<file path="src/rtl/cnt_obi_sequencer.sv">
// OBI initiator that programs, runs and reads back a memory-mapped counter peripheral.
// One transaction outstanding at a time; each bus step is a REQ phase followed by an RSP phase.
module cnt_obi_sequencer #(
  parameter logic [31:0] THR_OFFS    = 32'h4,
  parameter logic [31:0] CTRL_OFFS   = 32'h0,
  parameter logic [31:0] VAL_OFFS    = 32'h8,
  parameter int unsigned TIMEOUT_CYC = 1024
) (
  input  logic        clk_i,
  input  logic        rst_ni,
  input  logic        start_i,
  input  logic [31:0] base_addr_i,
  input  logic [31:0] thr_i,
  input  logic        tc_int_i,
  output logic        busy_o,
  output logic        done_o,
  output logic        timeout_o,
  output logic [31:0] cnt_o,
  output logic        bus_req_o,
  output logic        bus_we_o,
  output logic [3:0]  bus_be_o,
  output logic [31:0] bus_addr_o,
  output logic [31:0] bus_wdata_o,
  input  logic        bus_gnt_i,
  input  logic        bus_rvalid_i,
  input  logic [31:0] bus_rdata_i
);

  localparam bit          TimeoutEn = (TIMEOUT_CYC != 0);
  localparam logic [31:0] TimerLast = TimeoutEn ? 32'(TIMEOUT_CYC - 1) : 32'h0;

  typedef enum logic [2:0] {
    StIdle,
    StWrThr,
    StWrClr,
    StWrEn,
    StWaitTc,
    StRdVal,
    StWrDis,
    StDone
  } state_e;

  state_e      state_q, state_d;
  logic        rsp_q, rsp_d;
  logic        req_q, req_d;
  logic        we_q, we_d;
  logic [31:0] addr_q, addr_d;
  logic [31:0] wdata_q, wdata_d;
  logic [31:0] base_q, base_d;
  logic [31:0] timer_q, timer_d;
  logic        timeout_q, timeout_d;
  logic [31:0] cnt_q, cnt_d;
  logic        launch;

  always_comb begin
    state_d   = state_q;
    rsp_d     = rsp_q;
    req_d     = req_q;
    we_d      = we_q;
    addr_d    = addr_q;
    wdata_d   = wdata_q;
    base_d    = base_q;
    timer_d   = timer_q;
    timeout_d = timeout_q;
    cnt_d     = cnt_q;
    launch    = 1'b0;

    case (state_q)
      StIdle: begin
        if (start_i) begin
          base_d    = base_addr_i;
          timeout_d = 1'b0;
          state_d   = StWrThr;
          launch    = 1'b1;
        end
      end
      StWrThr, StWrClr, StWrEn, StRdVal, StWrDis: begin
        if (!rsp_q) begin
          // Request stays up with stable attributes until granted.
          if (bus_gnt_i) begin
            rsp_d = 1'b1;
            req_d = 1'b0;
          end
        end else if (bus_rvalid_i) begin
          rsp_d = 1'b0;
          case (state_q)
            StWrThr: begin
              state_d = StWrClr;
              launch  = 1'b1;
            end
            StWrClr: begin
              state_d = StWrEn;
              launch  = 1'b1;
            end
            StWrEn: begin
              state_d = StWaitTc;
              timer_d = 32'h0;
            end
            StRdVal: begin
              state_d = StWrDis;
              cnt_d   = bus_rdata_i;
              launch  = 1'b1;
            end
            default: state_d = StDone;
          endcase
        end
      end
      StWaitTc: begin
        // A terminal count on the final timer cycle still counts as a normal finish.
        if (tc_int_i) begin
          state_d   = StRdVal;
          timeout_d = 1'b0;
          launch    = 1'b1;
        end else if (TimeoutEn && (timer_q == TimerLast)) begin
          state_d   = StRdVal;
          timeout_d = 1'b1;
          launch    = 1'b1;
        end else begin
          timer_d = timer_q + 32'h1;
        end
      end
      StDone:  state_d = StIdle;
      default: state_d = StIdle;
    endcase

    if (launch) begin
      req_d = 1'b1;
      rsp_d = 1'b0;
      we_d  = 1'b1;
      case (state_d)
        StWrThr: begin
          addr_d  = base_d + THR_OFFS;
          wdata_d = thr_i;
        end
        StWrClr: begin
          addr_d  = base_d + CTRL_OFFS;
          wdata_d = 32'h2;
        end
        StWrEn: begin
          addr_d  = base_d + CTRL_OFFS;
          wdata_d = 32'h1;
        end
        StRdVal: begin
          we_d    = 1'b0;
          addr_d  = base_d + VAL_OFFS;
          wdata_d = 32'h0;
        end
        default: begin
          addr_d  = base_d + CTRL_OFFS;
          wdata_d = 32'h0;
        end
      endcase
    end
  end

  always_ff @(posedge clk_i or negedge rst_ni) begin
    if (!rst_ni) begin
      state_q   <= StIdle;
      rsp_q     <= 1'b0;
      req_q     <= 1'b0;
      we_q      <= 1'b0;
      addr_q    <= 32'h0;
      wdata_q   <= 32'h0;
      base_q    <= 32'h0;
      timer_q   <= 32'h0;
      timeout_q <= 1'b0;
      cnt_q     <= 32'h0;
    end else begin
      state_q   <= state_d;
      rsp_q     <= rsp_d;
      req_q     <= req_d;
      we_q      <= we_d;
      addr_q    <= addr_d;
      wdata_q   <= wdata_d;
      base_q    <= base_d;
      timer_q   <= timer_d;
      timeout_q <= timeout_d;
      cnt_q     <= cnt_d;
    end
  end

  assign busy_o      = (state_q != StIdle) && (state_q != StDone);
  assign done_o      = (state_q == StDone);
  assign timeout_o   = timeout_q;
  assign cnt_o       = cnt_q;
  assign bus_req_o   = req_q;
  assign bus_we_o    = we_q;
  assign bus_be_o    = 4'hF;
  assign bus_addr_o  = addr_q;
  assign bus_wdata_o = wdata_q;

endmodule

</file>
<file path="config.mk">
export PLATFORM = sky130hd
export DESIGN_NAME = cnt_obi_sequencer
export DESIGN_NICKNAME = d
export VERILOG_FILES = /design/src/rtl/cnt_obi_sequencer.sv
export SDC_FILE = /design/constraint.sdc
export NUM_CORES = 1
export LEC_CHECK = 0
export CORE_UTILIZATION = 45
export DETAILED_ROUTE_END_ITERATION = 8
export HOLD_SLACK_MARGIN = 0.15
export PLACE_DENSITY = 0.77
export SLEW_MARGIN = 15
export SYNTH_ARGS = -nofsm -noshare
export SYNTH_HDL_FRONTEND = slang
export SYNTH_SLANG_ARGS = --single-unit
</file>
<file path="constraint.sdc">
create_clock -name clk_i -period 3.2 [get_ports clk_i]
set_clock_uncertainty 0.15 [all_clocks]
set_input_delay 0.8 -clock clk_i [delete_from_list [all_inputs] [get_ports clk_i]]
set_output_delay 0.8 -clock clk_i [all_outputs]
set_load 0.05 [all_outputs]
</file>
==> metrics.yaml <==
synth_edf_count: 0
synth_cell_types: 63
maxCapViolCount: 0
yosysTopAreaCellShare_pct: 51.1
tns_ns: 0
htreeDepth: 4
holdWs_ns: 0.175
hold_path_class: "input pin to async pin"
synth-main-ff-cell: "dfrtp_1"
setup_ws_ns: 0.0423
ant_nets: 0
crit_type: "input pin to register"
reg2regPathDepth: 11
hold_viol: 0
drtPass1Iterations: 5
ctsHoldBuffers: 0
antenna_found_initial: 0
switchingPower_mw: 5.68
dp_cells: 1345
n_antenna_cell: 0
grt_pass1_wl_um: 36800
gp_congestion: 0.869
static-leakage-power_nw: 5.27
cp-start-kind: "input pin"
die_y_um: 137
fp.dieArea_um2: 18700
max_slew_margin_pct: 45.4
die_x_um: 137
switching_share_pct: 47.1
drv_slew: 0
clk_path_buf_depth: 2
total_power_mw: 12.1
rsz0062_at_grt: "yes"
synth_top_cells_by_area: "dfrtp_1 (51%), nand2_1 (8.9%), mux2_2 (5.2%), xnor2_1 (3.8%), nand3_1 (3.5%)"
reg2reg_from: "state_q[1]"
synthArstFlopShare_pct: 100
status: "finished, final reports clean"
setup_viol: 0
final_area_um2: 11700
dp_slack_ns: -0.830
syn2layout_area_growth_pct: 43.5
drive_gt1_share_pct: 16.5
drc: 0
yosysTopAreaCell: "dfrtp_1"
clock_sinks: 167
r2r_end: "bus_addr_o[29]"
r2r_slack_ns: 0.07
internal_power_mw: 6.37
routedWlPerCell_um: 17.0
syn_inst: 876
fin_crit_ns: 3.16
pwr-share-seq_pct: 28.5
routed_wl_um: 23400
vias_per_cell: 5.43
cts-root-buf: "clkbuf_16"
fin_cells: 1381
netlist_area_um2: 8170
track_usage_pct: 25.9
synth-seq-cells: 167
yosysWarnings: 0
fp.coreArea_um2: 17500
post-route-util_pct: 66.9
peakVddDrop_mv: 0.725
grt_overflow: 0
final_common_cell: "clkdlybuf4s50_1"
avgSynthCellArea_um2: 9.33
port_buffers: 202
final_cell_mix: "clkdlybuf4s50_1 (197), nand2_1 (191), dfrtp_1 (167), buf_4 (84), nor2_1 (68)"
fmax_mhz: 317
dpl.hpwl_um: 17100
cts_buffers: 17
first_global_vias: 7243
initial_core_util_pct: 46.6
clock_latency_ns: 0.44
powerDensity_nw_per_um2: 1030
crit_arrival_ns: 3.32
ys_seq_area_share_pct: 51.1
boundaryPins: 207
cp_max_fo: 6
grt_max_degree: 59
vias: 7502
dr.first_iter.drc_count: 525
fin_nets: 1248
worst_slew_pin_slew_ns: 0.816
cp-end-kind: "register"
row_count: 48
cts_tree: "built"
dpl_cell_area_um2: 11100
pwr-share-clk_pct: 17.2
path_clk_slew_ns: 0.08
worstPathRequired_ns: 3.37
post-route-period-util_pct: 98.7
p_comb_share_pct: 54.3
## cell usage after synthesis, types with 13 or more instances
master and n:
nand4_1 25, buf_2 13, nand3_1 57, nor3_1 25, a21oi_1 36, clkbuf_1 29, nor2_1 70, inv_1 18
dfrtp_1 167, o21ai_0 29, mux2_2 38, nand2_1 193, xnor2_1 35
## registers in the layout, indices dropped and copies added, names as in the netlist
signal and count:
bus_we_o 1, timer_q 32, bus_req_o 1, cnt_o 32
base_q 32, bus_addr_o 32, rsp_q 1, timeout_o 1
state_q 3, bus_wdata_o 32
## layout make-up
class,instances,area (um2)
clock buffers,17,425
clock inverters,15,185
fillers,1396,5800
inverters,18,67.6
multi-input cells,646,3790
flip-flops and latches,167,4180
well taps,225,282
repair buffers,293,2810
## how the worst max path moves through the flow
stage | slack, ns | endpoint | startpoint
after global routing | -0.06 | bus_addr_o[29] | state_q[1]
after global placement | -0.78 | bus_addr_o[29] | start_i
after detailed placement | -0.83 | bus_addr_o[23] | start_i
final | 0.04 | bus_addr_o[29] | base_addr_i[4]
after CTS | 0.004 | bus_addr_o[29] | start_i
after floorplan | -0.40 | bus_addr_o[29] | start_i
## power groups by stage
stage                     logic, mW  registers [mW]  clock network [mW]
after detailed placement       6.48            3.46                   0
after global routing           6.94            3.54                2.18
after global placement         6.38            3.43                   0
after CTS                      6.53            3.44                2.10
final                          6.55            3.44                2.07
after floorplan                2.00            5.36                   0
## critical path, cell delays in order
cell	delay (ns)
clkdlybuf4s50_1	0.57
nand2_2	0.08
nand2_2	0.10
ha_4	0.15
and3_4	0.18
nand3_2	0.08
o22a_1	0.25
or4b_4	0.57
nor4_4	0.31
xnor2_1	0.14
a21oi_1	0.08
## logic make-up (layout without fill, tap and decap cells)
family	Yosys count	after routing	synth area share [%]
DFF	167	167	51.1
xor gates and xnor gates	47	47	5.04
muxes	49	49	6.58
other	1	4	0.0459
adders and majority gates	3	3	0.459
buffers and inverters	66	343	3.41
and+or+nand+nor	437	437	25.4
AOI/OAI and AO/OA	106	106	7.93
## routing by layer
layer	wire length, um	GRT usage (%)	part of all wire (%)
met4	557	11.1	2.4
met2	11200	41.1	48
met3	2010	7.22	8.6
met1	9650	33.1	41
met5	0	0	0
## timing repair
item                                    4_1_cts  5_1_grt
cloned                                        0        0
resized for setup                             6        7
setup buffers                                 1        4
endpoints found under the setup margin       18       15
pin swaps                                     0        6
Power figures use the tool's default switching activity.
